[src/rtl/hazard_scoreboard.sv]
// Register scoreboard for the ID stage: per-register countdowns drive the issue/stall decision (HAZARD_SB_STATS_EN adds stall_count).
// Latency: issue/stall/busy are combinational from state and inputs; counters update on posedge clk.
// Backpressure: hazard or hold stalls ID; flush kills the ID instruction; hold freezes all countdowns.
module hazard_scoreboard #(
    parameter int RF_ADDRESS = 5,
    parameter int LAT_W      = 3,
    parameter int MAX_LAT    = 6
) (
    input  logic                       clk,
    input  logic                       reset_n,
    input  logic                       id_valid,
    input  logic [RF_ADDRESS-1:0]      id_rs1,
    input  logic                       id_rs1_used,
    input  logic [RF_ADDRESS-1:0]      id_rs2,
    input  logic                       id_rs2_used,
    input  logic [RF_ADDRESS-1:0]      id_rd,
    input  logic                       id_rd_we,
    input  logic [LAT_W-1:0]           id_lat,
    input  logic                       flush,
    input  logic                       hold,
    input  logic                       wb_clr,
    input  logic [RF_ADDRESS-1:0]      wb_clr_rd,
    output logic                       issue,
    output logic                       stall,
    output logic [(2**RF_ADDRESS)-1:0] busy
`ifdef HAZARD_SB_STATS_EN
    ,
    output logic [31:0]                stall_count
`endif
);

    localparam int               NUM_REGS = 2**RF_ADDRESS;
    localparam logic [LAT_W-1:0] OPEN     = '1;
    localparam logic [LAT_W-1:0] LAT_SAT  = LAT_W'(MAX_LAT);

    logic [LAT_W-1:0] cnt_q [NUM_REGS];
    logic [LAT_W-1:0] cnt_d [NUM_REGS];

    logic             hazard;
    logic             track_wr;
    logic [LAT_W-1:0] lat_fin;
    logic [LAT_W-1:0] lat_rem;

    always_comb begin
        hazard = (id_rs1_used && (cnt_q[id_rs1] != '0)) ||
                 (id_rs2_used && (cnt_q[id_rs2] != '0));
        issue  = id_valid && !hazard && !hold && !flush;
        stall  = id_valid && !flush && (hazard || hold);
    end

    always_comb begin
        busy = '0;
        for (int r = 0; r < NUM_REGS; r++) begin
            busy[r] = (cnt_q[r] != '0);
        end
    end

    // id_lat counts the issue cycle itself: the freshly written value ages in the
    // same cycle as every other entry, so lat=1 (ALU) never stalls the next
    // instruction and lat=2 (load) costs exactly one bubble.
    always_comb begin
        track_wr = issue && id_rd_we && (id_rd != '0) && (id_lat != '0);
        lat_fin  = (id_lat > LAT_SAT) ? LAT_SAT : id_lat;
        lat_rem  = lat_fin - LAT_W'(1);
    end

    always_comb begin
        logic [LAT_W-1:0] dec;
        for (int r = 0; r < NUM_REGS; r++) begin
            dec = '0;
            if (cnt_q[r] == OPEN) begin
                dec = OPEN;
            end else if (cnt_q[r] != '0) begin
                dec = cnt_q[r] - LAT_W'(1);
            end

            cnt_d[r] = hold ? cnt_q[r] : dec;

            if (wb_clr && (wb_clr_rd == RF_ADDRESS'(r))) begin
                cnt_d[r] = '0;
            end

            // issue implies !hold, so dec is the correctly aged old value here
            if (track_wr && (id_rd == RF_ADDRESS'(r))) begin
                if ((cnt_q[r] == OPEN) || (id_lat == OPEN)) begin
                    cnt_d[r] = OPEN;
                end else begin
                    cnt_d[r] = (dec > lat_rem) ? dec : lat_rem;
                end
            end
        end
        cnt_d[0] = '0;
    end

    always_ff @(posedge clk or negedge reset_n) begin
        if (!reset_n) begin
            for (int r = 0; r < NUM_REGS; r++) begin
                cnt_q[r] <= '0;
            end
        end else begin
            cnt_q <= cnt_d;
        end
    end

`ifdef HAZARD_SB_STATS_EN
    logic [31:0] stall_cnt_q;
    logic [31:0] stall_cnt_d;

    always_comb begin
        stall_cnt_d = stall ? (stall_cnt_q + 32'd1) : stall_cnt_q;
    end

    always_ff @(posedge clk or negedge reset_n) begin
        if (!reset_n) begin
            stall_cnt_q <= '0;
        end else begin
            stall_cnt_q <= stall_cnt_d;
        end
    end

    assign stall_count = stall_cnt_q;
`endif

endmodule

[config.mk]
export PLATFORM = sky130hd
export DESIGN_NAME = hazard_scoreboard
export DESIGN_NICKNAME = d
export VERILOG_FILES = /design/src/rtl/hazard_scoreboard.sv
export SDC_FILE = /design/constraint.sdc
export NUM_CORES = 1
export LEC_CHECK = 0
export ABC_AREA = 1
export CAP_MARGIN = 20
export CORE_MARGIN = 3
export CORE_UTILIZATION = 30
export DETAILED_ROUTE_END_ITERATION = 10
export PLACE_DENSITY_LB_ADDON = 0.25
export SLEW_MARGIN = 20
export SYNTH_ARGS = -nofsm -noshare
export SYNTH_HDL_FRONTEND = slang
export SYNTH_SLANG_ARGS = --single-unit
[constraint.sdc]
create_clock -name clk -period 2.7 [get_ports clk]
set_input_delay 0.405 -clock clk [delete_from_list [all_inputs] [get_ports clk]]
set_output_delay 0.405 -clock clk [all_outputs]
set_load 0.01 [all_outputs]
==> metrics <==
Worst Setup Slack, final=89.04 ps; proportion of layout cells with a drive suffix above 1=10.36%; detailed router's first-iteration violation count=1126; Clock Tree Buf Depth=2; max FFs per register=93; Worst Path Required=2300 ps; number of buffers inserted for hold repair after clock tree synthesis=0; Power Dens Cells=690.7 mW/mm²; worst rel slew slack=42.48%; leakage dissipation=8.674 nW; path type of the worst min-delay path=in -> async; TritonRoute pass-1 iters=6; detailed-placement wirelength estimate=36460 µm; Most flops, register=cnt_q; CTS HTree Levels=3; clock tree from TritonCTS=built; DRT antenna net count=0; synthesized cell area=0.01215 mm²; minimum clock period=2611 ps; horizontal die dimension=207.3 µm; total vias in the final route=14.07k; sequential fraction of the synthesis area=19.15%; initial antenna violation count=1; Placer Congestion=0.9813; startpoint types=input pin; Post-Place Cells=2763; total wire length after detailed routing=46880 µm; setup repair after global routing missed its margin=yes; Clock Skew=8.264 ps; Worst VDD drop=0.3193 mV; vertical extent of the die=207.3 µm; Worst Setup Path Type=in -> out; worst r2r path cells=15; average wire per standard cell=16.84 µm; remaining design rule violation count=0; total global routing overflow=0; Worst-path clk slew=70 ps; final slew viol count=0; setup violators final=0; cts bufs inserted=9; effective utilization at floorplan=30.44%; drt via density=5.055; number of nets in the synthesized netlist=2245; period utilisation layout=96.70%; DP Worst Slack=-539.0 ps; nature of the critical path endpoint=output port; maximum fanout along the worst path=4; full die area=0.04296 mm²; #FFs+latches synth=93; count of distinct cell types in the synthesized netlist=27; worst hold-check slack=105.4 ps; number of global-route vias before repair=13.20k; Cells after Synth=2058; largest registers=cnt_q x93; Worst EP arrival=2210 ps; Synth-to-Final Area Change=24.91%; result of the run=finished clean; Core Footprint=0.03991 mm²; number of warning messages in the yosys log=0; GRT Resource Usage Total=21.41%; final hold violation count=0; Root Buffer=sky130_fd_sc_hd__clkbuf_16; Port Buf Inserts=64; slew of the pin with the lowest slew margin=862.8 ps; Max-Cap Viols=0; f_max=383.0 MHz; IO Count=66; standard-cell row count=73; Antenna Cells=0; maximum number of pins on one net before global-route repair=54; number of nets at the end of the flow=2441; core utilization of the finished layout=38.03%; clock latency reported for the late side of the worst-skew pair=380 ps; post-layout instance count excluding filler cells=2784; wire length of the first global-routing pass=73010 µm; clk sinks=93; synthesized area per cell=5.905 µm²
==> critical path: stages <==
cell	delay (ps)
sky130_fd_sc_hd__clkdlybuf4s50_1	650
sky130_fd_sc_hd__inv_1	150
sky130_fd_sc_hd__a21oi_1	150
sky130_fd_sc_hd__nand3_1	100
sky130_fd_sc_hd__nand3_1	110
sky130_fd_sc_hd__nand3_2	70
sky130_fd_sc_hd__nand3_2	120
sky130_fd_sc_hd__nand3_4	100
sky130_fd_sc_hd__nor2_4	200
sky130_fd_sc_hd__buf_6	130
==> report_power, final <==
| part | total, mW | switching [mW] | internal [mW] |
|---|---|---|---|
| Combinational | 6.88 | 4.00 | 2.88 |
| Sequential | 2.08 | 0.352 | 1.73 |
| Clock | 1.53 | 0.663 | 0.862 |
| Total | 10.5 | 5.02 | 5.47 |
==> layout by cell type, fill, tap and decap left out, types with 11 or more instances in the layout <==
master / netlist / layout
sky130_fd_sc_hd__a21oi_1: 105 / 105
sky130_fd_sc_hd__nand2_1: 665 / 658
sky130_fd_sc_hd__a211oi_1: 40 / 38
sky130_fd_sc_hd__inv_1: 322 / 321
sky130_fd_sc_hd__buf_4: 5 / 142
sky130_fd_sc_hd__nor2_2: 3 / 11
sky130_fd_sc_hd__dfrtp_1: 93 / 93
sky130_fd_sc_hd__o21ai_1: 4 / 15
sky130_fd_sc_hd__o211ai_1: 17 / 17
sky130_fd_sc_hd__nor3_1: 12 / 11
sky130_fd_sc_hd__ha_1: 155 / 153
sky130_fd_sc_hd__nand3b_1: 15 / 15
sky130_fd_sc_hd__buf_12: 0 / 12
sky130_fd_sc_hd__nor2_1: 163 / 150
sky130_fd_sc_hd__o21ai_0: 120 / 106
sky130_fd_sc_hd__nand3_1: 271 / 266
sky130_fd_sc_hd__clkdlybuf4s50_1: 0 / 53
==> kinds of logic after synthesis <==
logic type,count (synthesis),share of synthesized area (%)
AO/OA/AOI/OAI,304,14.15
adder cells (fa/ha/maj),155,15.96
buffers and inverters,367,11.71
flip-flops,93,19.15
other,1,0.03086
AND/OR/NAND/NOR,1138,39.00
==> area by class of cell <==
cell class / instances / area, µm²
clock buffer: 12 / 256.5
clock inverter: 4 / 70.07
fill: 4265 / 24740
inverter: 329 / 1242
multi-input combinational: 1599 / 8631
sequential: 93 / 2327
tap: 525 / 656.9
timing repair buffer: 222 / 1994
==> per-stage QoR <==
step	area (µm²)	power, mW	setup TNS [ps]
finish	15180	10.48	0
CTS	14950	10.22	-74.35
global route	15180	11.55	-105.1
global placement	14590	8.528	-32000
detailed placement	14590	8.638	-31870
floorplan	12160	6.005	0
==> worst paths after layout <==
| kind | start | endpoint | slack [ps] |
|---|---|---|---|
| max in group asynchronous | reset_n | cnt_q[91] | 1870 |
| min reg2reg | cnt_q[22] | cnt_q[22] | 510 |
| max reg2reg | cnt_q[37] | cnt_q[38] | 150 |
| max | id_rs2[2] | issue | 90 |
| min | reset_n | cnt_q[60] | 110 |
| min in group clk | cnt_q[22] | cnt_q[22] | 510 |
==> Yosys cell counts <==
cell type                  instances  area (µm²)
sky130_fd_sc_hd__dfrtp_1          93        2327
sky130_fd_sc_hd__nor2_4            2       22.52
sky130_fd_sc_hd__a211oi_1         40       300.3
sky130_fd_sc_hd__nand4_1           3       18.77
sky130_fd_sc_hd__nand3_2           3       30.03
sky130_fd_sc_hd__buf_4             5       37.54
sky130_fd_sc_hd__a31oi_1           5       31.28
sky130_fd_sc_hd__nand2_1         665        2496
sky130_fd_sc_hd__nor2_1          163       611.8
sky130_fd_sc_hd__nand4_2           1       12.51
sky130_fd_sc_hd__inv_2             7       26.28
sky130_fd_sc_hd__nand3b_1         15       112.6
sky130_fd_sc_hd__conb_1            1       3.750
sky130_fd_sc_hd__o21ai_0         120       600.6
sky130_fd_sc_hd__ha_1            155        1939
sky130_fd_sc_hd__a32oi_1          13       113.9
sky130_fd_sc_hd__o21ai_1           4       20.02
sky130_fd_sc_hd__buf_6             2       22.52
sky130_fd_sc_hd__nand3_1         271        1356
sky130_fd_sc_hd__clkbuf_1         20       75.07
sky130_fd_sc_hd__nor3_1           12       60.06
sky130_fd_sc_hd__nor2_2            3       18.77
sky130_fd_sc_hd__buf_2             9       45.04
sky130_fd_sc_hd__a21oi_1         105       525.5
sky130_fd_sc_hd__o211ai_1         17       127.6
sky130_fd_sc_hd__buf_1             2       7.510
sky130_fd_sc_hd__inv_1           322        1209
==> layer usage <==
layer / vias up / routed length (µm) / global-route usage [%]
li1: 7068 / - / -
met1: 6479 / 21260 / 28.91
met2: 435 / 21290 / 34.81
met3: 92 / 2530 / 2.735
met4: 0 / 1798 / 8.521
met5: - / 0 / 0
==> repair_timing <==
action / CTS / global route
resized for setup: 16 / 65
cloned: 1 / 0
buffers inserted: 1 / 3
setup endpoints to repair: 5 / 95
pin swaps: 3 / 11
Power figures use the tool's default switching activity.
